**src/rtl/mem_access_unit_if.sv**
```systemverilog
// Request/acknowledge data-bus bundle between the MEM-stage access unit and data memory.
// The master drives the request side; the slave returns ack and read data.
interface mem_access_unit_if #(
  parameter int ADDR_W = 32
);
  logic              req;
  logic              we;
  logic [ADDR_W-1:0] addr;
  logic [3:0]        be;
  logic [31:0]       wdata;
  logic              ack;
  logic [31:0]       rdata;

  modport master (output req, we, addr, be, wdata, input  ack, rdata);
  modport slave  (input  req, we, addr, be, wdata, output ack, rdata);
endinterface

```
**src/rtl/mem_access_unit.sv**
```systemverilog
// MEM-stage data-memory access controller: alignment check, lane steering,
// variable-latency bus handshake with timeout, and load extension.
module mem_access_unit #(
  parameter int ADDR_W  = 32,
  parameter int TIMEOUT = 255
) (
  input  logic              clk,
  input  logic              reset,
  input  logic              valid_in,
  input  logic [3:0]        mem_op,
  input  logic [ADDR_W-1:0] addr,
  input  logic [31:0]       wdata,
  output logic              stall,
  output logic              done,
  output logic [31:0]       rdata,
  output logic [1:0]        exc,
  mem_access_unit_if.master bus
);
  localparam int CW = (TIMEOUT < 2) ? 1 : $clog2(TIMEOUT);
  localparam logic [CW-1:0] TO_LAST = (TIMEOUT == 0) ? '0 : CW'(TIMEOUT - 1);

  typedef enum logic [1:0] {IDLE, WAIT, DONE} state_t;
  state_t state, state_nxt;

  logic              req_q, we_q;
  logic [ADDR_W-1:0] addr_q;
  logic [3:0]        be_q;
  logic [31:0]       wdata_q;
  logic [CW-1:0]     cnt;
  logic              ld_q, sgn_q;
  logic [1:0]        sz_q;   // 0 byte, 1 half, 2 word
  logic [1:0]        off_q;

  logic is_load, is_store, is_word, is_half, access, misalign, timeout_hit;
  logic [1:0]  sz_d;
  logic [3:0]  be_d;
  logic [31:0] wdata_d, lane, ld_data;

  assign bus.req   = req_q;
  assign bus.we    = we_q;
  assign bus.addr  = addr_q;
  assign bus.be    = be_q;
  assign bus.wdata = wdata_q;

  always_comb begin
    is_load  = (mem_op == 4'd0) || (mem_op == 4'd2) || (mem_op == 4'd3) ||
               (mem_op == 4'd4) || (mem_op == 4'd5);
    is_store = (mem_op == 4'd1) || (mem_op == 4'd6) || (mem_op == 4'd7);
    is_word  = (mem_op == 4'd0) || (mem_op == 4'd1);
    is_half  = (mem_op == 4'd2) || (mem_op == 4'd4) || (mem_op == 4'd6);
    sz_d     = is_word ? 2'd2 : (is_half ? 2'd1 : 2'd0);
    access   = valid_in && !mem_op[3];
    misalign = (is_word && (addr[1:0] != 2'b00)) || (is_half && addr[0]);
    // Loads always fetch the whole word; lane selection happens on return.
    be_d    = 4'hF;
    wdata_d = wdata;
    if (is_store && is_half) begin
      be_d    = addr[1] ? 4'b1100 : 4'b0011;
      wdata_d = {wdata[15:0], wdata[15:0]};
    end else if (is_store && !is_word) begin
      be_d    = 4'b0001 << addr[1:0];
      wdata_d = {4{wdata[7:0]}};
    end
  end

  always_comb begin
    lane    = bus.rdata >> {off_q, 3'b000};
    ld_data = lane;
    case (sz_q)
      2'd1:    ld_data = {{16{sgn_q & lane[15]}}, lane[15:0]};
      2'd0:    ld_data = {{24{sgn_q & lane[7]}}, lane[7:0]};
      default: ld_data = lane;
    endcase
  end

  assign timeout_hit = (TIMEOUT != 0) && (cnt == TO_LAST);

  always_ff @(posedge clk or posedge reset) begin
    if (reset) state <= IDLE;
    else       state <= state_nxt;
  end

  always_comb begin
    state_nxt = state;
    stall     = 1'b0;
    done      = 1'b0;
    case (state)
      IDLE: begin
        stall = access;
        if (access) state_nxt = misalign ? DONE : WAIT;
      end
      WAIT: begin
        stall = 1'b1;
        if (bus.ack || timeout_hit) state_nxt = DONE;
      end
      DONE: begin
        done      = 1'b1;
        state_nxt = IDLE;
      end
      default: state_nxt = IDLE;
    endcase
  end

  always_ff @(posedge clk or posedge reset) begin
    if (reset) begin
      req_q   <= 1'b0;
      we_q    <= 1'b0;
      addr_q  <= '0;
      be_q    <= '0;
      wdata_q <= '0;
      cnt     <= '0;
      ld_q    <= 1'b0;
      sgn_q   <= 1'b0;
      sz_q    <= '0;
      off_q   <= '0;
      rdata   <= '0;
      exc     <= '0;
    end else begin
      case (state)
        IDLE: if (access) begin
          if (misalign) begin
            exc <= is_load ? 2'd1 : 2'd2;
          end else begin
            req_q   <= 1'b1;
            we_q    <= is_store;
            addr_q  <= {addr[ADDR_W-1:2], 2'b00};
            be_q    <= be_d;
            wdata_q <= wdata_d;
            cnt     <= '0;
            ld_q    <= is_load;
            sgn_q   <= (mem_op == 4'd2) || (mem_op == 4'd3);
            sz_q    <= sz_d;
            off_q   <= addr[1:0];
          end
        end
        WAIT: begin
          // A same-cycle ack beats the timeout.
          if (bus.ack) begin
            req_q <= 1'b0;
            if (ld_q) rdata <= ld_data;
          end else if (timeout_hit) begin
            req_q <= 1'b0;
            exc   <= 2'd3;
          end else begin
            cnt <= cnt + 1'b1;
          end
        end
        DONE:    exc <= 2'd0;
        default: exc <= 2'd0;
      endcase
    end
  end
endmodule

```
**src/flat_wrapper.sv**
```systemverilog
// flat-port wrapper written by rule: the top's interface ports become plain ports
module mem_access_unit_flat 
#(
  parameter int ADDR_W  = 32,
  parameter int TIMEOUT = 255
)
  (clk, reset, valid_in, mem_op, addr, wdata, stall, done, rdata, exc, bus_req, bus_we, bus_addr, bus_be, bus_wdata, bus_ack, bus_rdata);
  mem_access_unit_if #(.ADDR_W(ADDR_W)) bus_i ();
  input  logic clk;
  input  logic reset;
  input  logic valid_in;
  input  logic [3:0] mem_op;
  input  logic [ADDR_W-1:0] addr;
  input  logic [31:0] wdata;
  output logic stall;
  output logic done;
  output logic [31:0] rdata;
  output logic [1:0] exc;
  output wire logic [$bits(bus_i.req)-1:0] bus_req;
  output wire logic [$bits(bus_i.we)-1:0] bus_we;
  output wire logic [$bits(bus_i.addr)-1:0] bus_addr;
  output wire logic [$bits(bus_i.be)-1:0] bus_be;
  output wire logic [$bits(bus_i.wdata)-1:0] bus_wdata;
  input wire logic [$bits(bus_i.ack)-1:0] bus_ack;
  input wire logic [$bits(bus_i.rdata)-1:0] bus_rdata;
  assign bus_req = bus_i.req;
  assign bus_we = bus_i.we;
  assign bus_addr = bus_i.addr;
  assign bus_be = bus_i.be;
  assign bus_wdata = bus_i.wdata;
  assign bus_i.ack = bus_ack;
  assign bus_i.rdata = bus_rdata;
  mem_access_unit #(.ADDR_W(ADDR_W), .TIMEOUT(TIMEOUT)) u_core (.clk(clk), .reset(reset), .valid_in(valid_in), .mem_op(mem_op), .addr(addr), .wdata(wdata), .stall(stall), .done(done), .rdata(rdata), .exc(exc), .bus(bus_i));
endmodule
```
**config.mk**
```make
export PLATFORM = sky130hd
export DESIGN_NAME = mem_access_unit_flat
export DESIGN_NICKNAME = d
export VERILOG_FILES = /design/src/rtl/mem_access_unit_if.sv /design/src/rtl/mem_access_unit.sv /design/src/flat_wrapper.sv
export SDC_FILE = /design/constraint.sdc
export NUM_CORES = 1
export LEC_CHECK = 0
export BUFFER_PORTS_ARGS = -buffer_cell sky130_fd_sc_hd__buf_4
export CAP_MARGIN = 20
export CORE_UTILIZATION = 40
export CTS_BUF_LIST = sky130_fd_sc_hd__clkbuf_16
export DETAILED_ROUTE_END_ITERATION = 8
export PLACE_DENSITY = 0.67
export REMOVE_ABC_BUFFERS = 1
export SLEW_MARGIN = 10
export SYNTH_ARGS = -nofsm -noshare
export SYNTH_HDL_FRONTEND = slang
export SYNTH_SLANG_ARGS = --single-unit
```
**constraint.sdc**
```tcl
create_clock -name clk -period 10.4 [get_ports clk]
set_input_delay 2.6 -clock clk [delete_from_list [all_inputs] [get_ports clk]]
set_output_delay 2.6 -clock clk [all_outputs]
set_load 0.005 [all_outputs]
```
==> results of run 1 <==
[path summary, 6_finish.rpt]
kind                            depth (start not counted)             from                  end
worst max-delay path                                    5        mem_op[3]                stall
worst min-delay path                                    1      u_core.ld_q          u_core.ld_q
worst max register to register                          4  u_core.state[0]  u_core.bus.wdata[4]
worst min register to register                          1      u_core.ld_q          u_core.ld_q
max in group asynchronous                               4            reset        u_core.cnt[4]
min in group asynchronous                               2            reset   u_core.bus.addr[3]
[cell usage after synthesis (5+ instances only)]
| cell type | instances |
|---|---|
| a211oi_1 | 7 |
| a21oi_1 | 33 |
| and2_1 | 16 |
| and3_1 | 5 |
| buf_2 | 11 |
| buf_4 | 12 |
| clkbuf_1 | 8 |
| dfrtp_1 | 118 |
| inv_1 | 13 |
| mux2_2 | 47 |
| mux2i_1 | 41 |
| nand2_1 | 41 |
| nand2b_1 | 5 |
| nand3_1 | 8 |
| nor2_1 | 40 |
| nor2b_1 | 6 |
| o21ai_0 | 45 |
| o22a_1 | 16 |
[worst register-to-register path, cell delays in order, from the launching register on]
cell and delay, ps:
dfrtp_1 480, nor3b_4 360, o2111ai_4 480, buf_4 560, mux2_2 430
[per-stage QoR]
step	area (um2)	hold WS, ps
after global placement	7252	463.9
after global routing	7915	512.2
after CTS	7888	482.6
after floorplan	5426	441.7
final	7915	475.9
after detailed placement	7252	470.2
[power by group]
group	leakage [uW]	switching (uW)	internal, uW
clock	0.000312	204	422
combinational	0.00213	220	345
sequential	0.00145	114	619
total	0.00389	537	1390
[state kept, by name (all words and copies together) (netlist names)]
name,count
u_core.bus.wdata,32
u_core.rdata,32
u_core.bus.addr,30
u_core.cnt,8
u_core.bus.be,4
u_core.exc,2
u_core.off_q,2
u_core.state,2
u_core.sz_q,2
u_core.bus.req,1
u_core.bus.we,1
u_core.ld_q,1
u_core.sgn_q,1
[cells by family after synthesis]
logic type      Yosys count  synth area share (%)
mux                      89                 17.10
other cells               1               0.06663
buf+inv                  48                 4.513
compound gates          124                 14.05
flops                   118                 52.47
fa+ha+maj                 2                0.4446
simple gates            133                 11.36
[metal layers]
layer | global-route usage (%) | part of all wire (%) | vias up
li1 | - | - | 2203
met1 | 25.09 | 41 | 2259
met3 | 8.632 | 9.5 | 19
met5 | 0 | 0 | -
met2 | 35.27 | 48 | 199
met4 | 10.34 | 2.0 | 0
[cell type report]
class / count / share of cell area [%]
flip-flops and latches: 118 / 37.31
multi-input cells: 350 / 30.78
repair buffers: 213 / 20.46
clock buffers: 17 / 5.375
well taps: 176 / 2.782
clock inverters: 15 / 2.656
inverters: 13 / 0.6481
==> impl_metrics.env, run 1 <==
export IMPL_outcome="completed"
export IMPL_crit_type="in2out"
export IMPL_first_pass_iters=4
export IMPL_die_x_um=120.6
export IMPL_worst_pin_slew_ps=1015
export IMPL_crit_arrival_ps=3080
export IMPL_yosysTopAreaCell="dfrtp_1"
export IMPL_ys_seq_area_share_pct=52.47
export IMPL_die_area_um2=14550
export IMPL_wire_per_inst_um=16.59
export IMPL_root_buffer="clkbuf_16"
export IMPL_dp_hpwl_um=10740
export IMPL_drv_cap=0
export IMPL_chipHeight_um=120.6
export IMPL_critPathLaunchType="input pin"
export IMPL_initial_core_util_pct=41.67
export IMPL_crit_family="buffers and inverters"
export IMPL_required_ps=7800
export IMPL_gp_congestion=0.8429
export IMPL_slowest_delay_ps=140
export IMPL_ctsHoldBuffers=0
export IMPL_io_pins=210
export IMPL_grt_overflow_total=0
export IMPL_worstPathBufferInverterCount=3
export IMPL_relSlewSlack_pct=32.30
export IMPL_port_buffers=207
export IMPL_powerDensity_nw_per_um2=242.9
export IMPL_syn_avg_cell_area_um2=10.93
export IMPL_layout_min_cycle_time_ps=5679
export IMPL_power_total_uw=1922
export IMPL_stdcell_count=902
export IMPL_diodes=0
export IMPL_antenna_found_initial=0
export IMPL_rows=42
export IMPL_path_cells="buf_4, inv_1, a21oi_1, nor2_1, buf_4"
export IMPL_ctsHtreeMaxLevel=4
export IMPL_worst_slack_ps=4721
export IMPL_path_max_fanout=7
export IMPL_r2r_setup_slack_ps=7970
export IMPL_synth_cells=515
export IMPL_ys_types=47
export IMPL_synth_edf_count=0
export IMPL_finalHoldViolCount=0
export IMPL_fin_crit_sh_pct=54.61
export IMPL_multi_input_area_um2=2436
export IMPL_fmax_mhz=176.1
export IMPL_fin_skew_ps=6.196
export IMPL_clock_latency_ps=410
export IMPL_cts_max_path_buffers=2
export IMPL_cts_sinks=118
export IMPL_core_area_um2=13510
export IMPL_antenna_left=0
export IMPL_yosys_top_cells_area="dfrtp_1, mux2_2, mux2i_1, o21ai_0, a21oi_1"
export IMPL_hold_path_class="reg2reg"
export IMPL_endpoint_kind="output port"
export IMPL_drtIter0Drc=192
export IMPL_vdd_drop_max_mv=0.1418
export IMPL_final_cell_mix="buf_4, dfrtp_1, mux2_2"
export IMPL_syn_area_um2=5628
export IMPL_power_leakage_uw=0.003889
export IMPL_yosys_register_bits=118
export IMPL_drc=0
export IMPL_drive_above_1_share_pct=41.87
export IMPL_fill_cells=1153
export IMPL_vias=4680
export IMPL_post_cts_buffers=0
export IMPL_ys_flop_type="dfrtp_1"
export IMPL_nets=819
export IMPL_drv_slew=0
export IMPL_tritoncts_num_buffers=17
export IMPL_syn2layout_area_growth_pct=40.64
export IMPL_cts_tree="done"
export IMPL_crit_top_cell="buf_4"
export IMPL_grt_pass1_vias=4932
export IMPL_clk_pin_slew_ps=50
export IMPL_grt_total_usage_pct=21.75
export IMPL_critPathSlowestCell="buf_4"
export IMPL_place_ws_ps=4719
export IMPL_viasPerCell=5.188
export IMPL_grt_start_max_net_pins=90
export IMPL_yosys_warnings=0
export IMPL_setup_tns_ps=0
export IMPL_grt_pass1_wl_um=24210
export IMPL_seq_area_um2=2953
export IMPL_report_final_setup_viol=0
export IMPL_cts_resized=0
export IMPL_wirelength_um=14970
export IMPL_yosysTopAreaCellShare_pct=52.47
export IMPL_rsz0062_at_grt="no"
export IMPL_final_core_util_pct=58.61
export IMPL_async_reset_ff_share_pct=100.0
export IMPL_final_common_cell="buf_4"
export IMPL_placedCellCount=869
Note: power is estimated with default switching activity, not from simulation.
==> inputs of run 2 (changes only) <==
--- a/config.mk
+++ b/config.mk
@@ -10,7 +10,7 @@
 export CORE_UTILIZATION = 40
 export CTS_BUF_LIST = sky130_fd_sc_hd__clkbuf_16
 export DETAILED_ROUTE_END_ITERATION = 8
-export PLACE_DENSITY = 0.67
+export PLACE_DENSITY = 0.7
 export REMOVE_ABC_BUFFERS = 1
 export SLEW_MARGIN = 10
 export SYNTH_ARGS = -nofsm -noshare
==> constraint.sdc (replaced) <==
create_clock -name clk -period 4.9 [get_ports clk]
set_input_delay 1.225 -clock clk [delete_from_list [all_inputs] [get_ports clk]]
set_output_delay 1.225 -clock clk [all_outputs]
set_load 0.005 [all_outputs]
==> impl_metrics.env, run 2 (same netlist as run 1, synthesis figures left out) <==
export IMPL_port_buffers=207
export IMPL_drc=0
export IMPL_grt_start_max_net_pins=88
export IMPL_report_final_setup_viol=0
export IMPL_drv_cap=0
export IMPL_gp_congestion=0.8322
export IMPL_antenna_left=0
export IMPL_endpoint_kind="output port"
export IMPL_fmax_mhz=342.1
export IMPL_viasPerCell=5.246
export IMPL_relSlewSlack_pct=29.60
export IMPL_drv_slew=0
export IMPL_vdd_drop_max_mv=0.2906
export IMPL_outcome="completed"
export IMPL_die_x_um=120.6
export IMPL_nets=822
export IMPL_cts_sinks=118
export IMPL_chipHeight_um=120.6
export IMPL_drtIter0Drc=254
export IMPL_finalHoldViolCount=0
export IMPL_power_total_uw=3929
export IMPL_post_cts_buffers=0
export IMPL_initial_core_util_pct=41.67
export IMPL_stdcell_count=905
export IMPL_antenna_found_initial=0
export IMPL_required_ps=3670
export IMPL_grt_overflow_total=0
export IMPL_path_max_fanout=7
export IMPL_clock_latency_ps=420
export IMPL_layout_min_cycle_time_ps=2923
export IMPL_grt_total_usage_pct=22.36
export IMPL_cts_max_path_buffers=2
export IMPL_first_pass_iters=5
export IMPL_grt_pass1_wl_um=24620
export IMPL_wirelength_um=15370
export IMPL_syn2layout_area_growth_pct=39.51
export IMPL_critPathLaunchType="input pin"
export IMPL_rsz0062_at_grt="no"
export IMPL_placedCellCount=871
export IMPL_fin_skew_ps=11.41
export IMPL_io_pins=210
export IMPL_cts_tree="done"
export IMPL_final_cell_mix="buf_4, dfrtp_1, mux2_2"
export IMPL_vias=4748
export IMPL_ctsHoldBuffers=0
export IMPL_fin_crit_sh_pct=59.65
export IMPL_rows=42
export IMPL_diodes=0
export IMPL_crit_type="in2out"
export IMPL_cts_resized=0
export IMPL_worst_pin_slew_ps=1056
export IMPL_final_common_cell="buf_4"
export IMPL_hold_path_class="reg2reg"
export IMPL_crit_arrival_ps=1700
export IMPL_core_area_um2=13510
export IMPL_root_buffer="clkbuf_16"
export IMPL_ctsHtreeMaxLevel=4
export IMPL_grt_pass1_vias=4988
export IMPL_die_area_um2=14550
export IMPL_drive_above_1_share_pct=41.98
export IMPL_dp_hpwl_um=11000
export IMPL_setup_tns_ps=0
export IMPL_tritoncts_num_buffers=17
export IMPL_power_leakage_uw=0.003851
export IMPL_wire_per_inst_um=16.99
export IMPL_clk_pin_slew_ps=50
export IMPL_powerDensity_nw_per_um2=500.4
[run 2: critical path, cell delays in order]
cell,delay (ps)
buf_4,130
inv_1,40
a21oi_1,110
nor2_1,50
buf_4,140
[run 2: area by class of cell]
cell class | instances | area, um2
Fill cell | 1198 | 5654
Timing Repair Buffer | 216 | 1627
Clock inverter | 15 | 138.9
Tap cell | 176 | 220.2
Clock buffer | 17 | 425.4
Multi-Input combinational cell | 350 | 2436
Sequential cell | 118 | 2953
Inverter | 13 | 51.30
[run 2: worst paths after layout]
| path | start | end | slack [ps] | cells after the start |
|---|---|---|---|---|
| worst min register to register | u_core.ld_q | u_core.ld_q | 480 | 1 |
| worst min-delay path | u_core.ld_q | u_core.ld_q | 480 | 1 |
| worst max register to register | u_core.off_q[1] | u_core.rdata[25] | 2620 | 4 |
| worst max-delay path | mem_op[3] | stall | 1980 | 5 |
| max in group asynchronous | reset | u_core.bus.wdata[10] | 3040 | 3 |
| min in group asynchronous | reset | u_core.bus.wdata[30] | 900 | 2 |
[run 2: per-stage QoR]
step	area [um2]	util [%]	setup slack (ps)	hold slack, ps
after floorplan	5426	-	309.7	441.7
after global placement	7267	53.81	1800	464.1
after detailed placement	7267	53.81	1766	468.7
after CTS	7831	57.99	1967	481.3
after global routing	7851	58.13	1936	506.8
final	7851	58.13	1977	476.5
[run 2: power breakdown]
group | leakage, uW | internal (uW) | switching (uW)
logic | 0.00213 | 732 | 462
registers | 0.00145 | 1310 | 239
clock network | 0.000267 | 738 | 445
total | 0.00385 | 2780 | 1150
[run 2: routing by layer]
layer	wire length, um	share of wire [%]	track usage, %
met1	5912	38	24.32
met2	7558	49	38.25
met3	1566	10	9.245
met4	335	2.2	9.414
met5	0	0	0
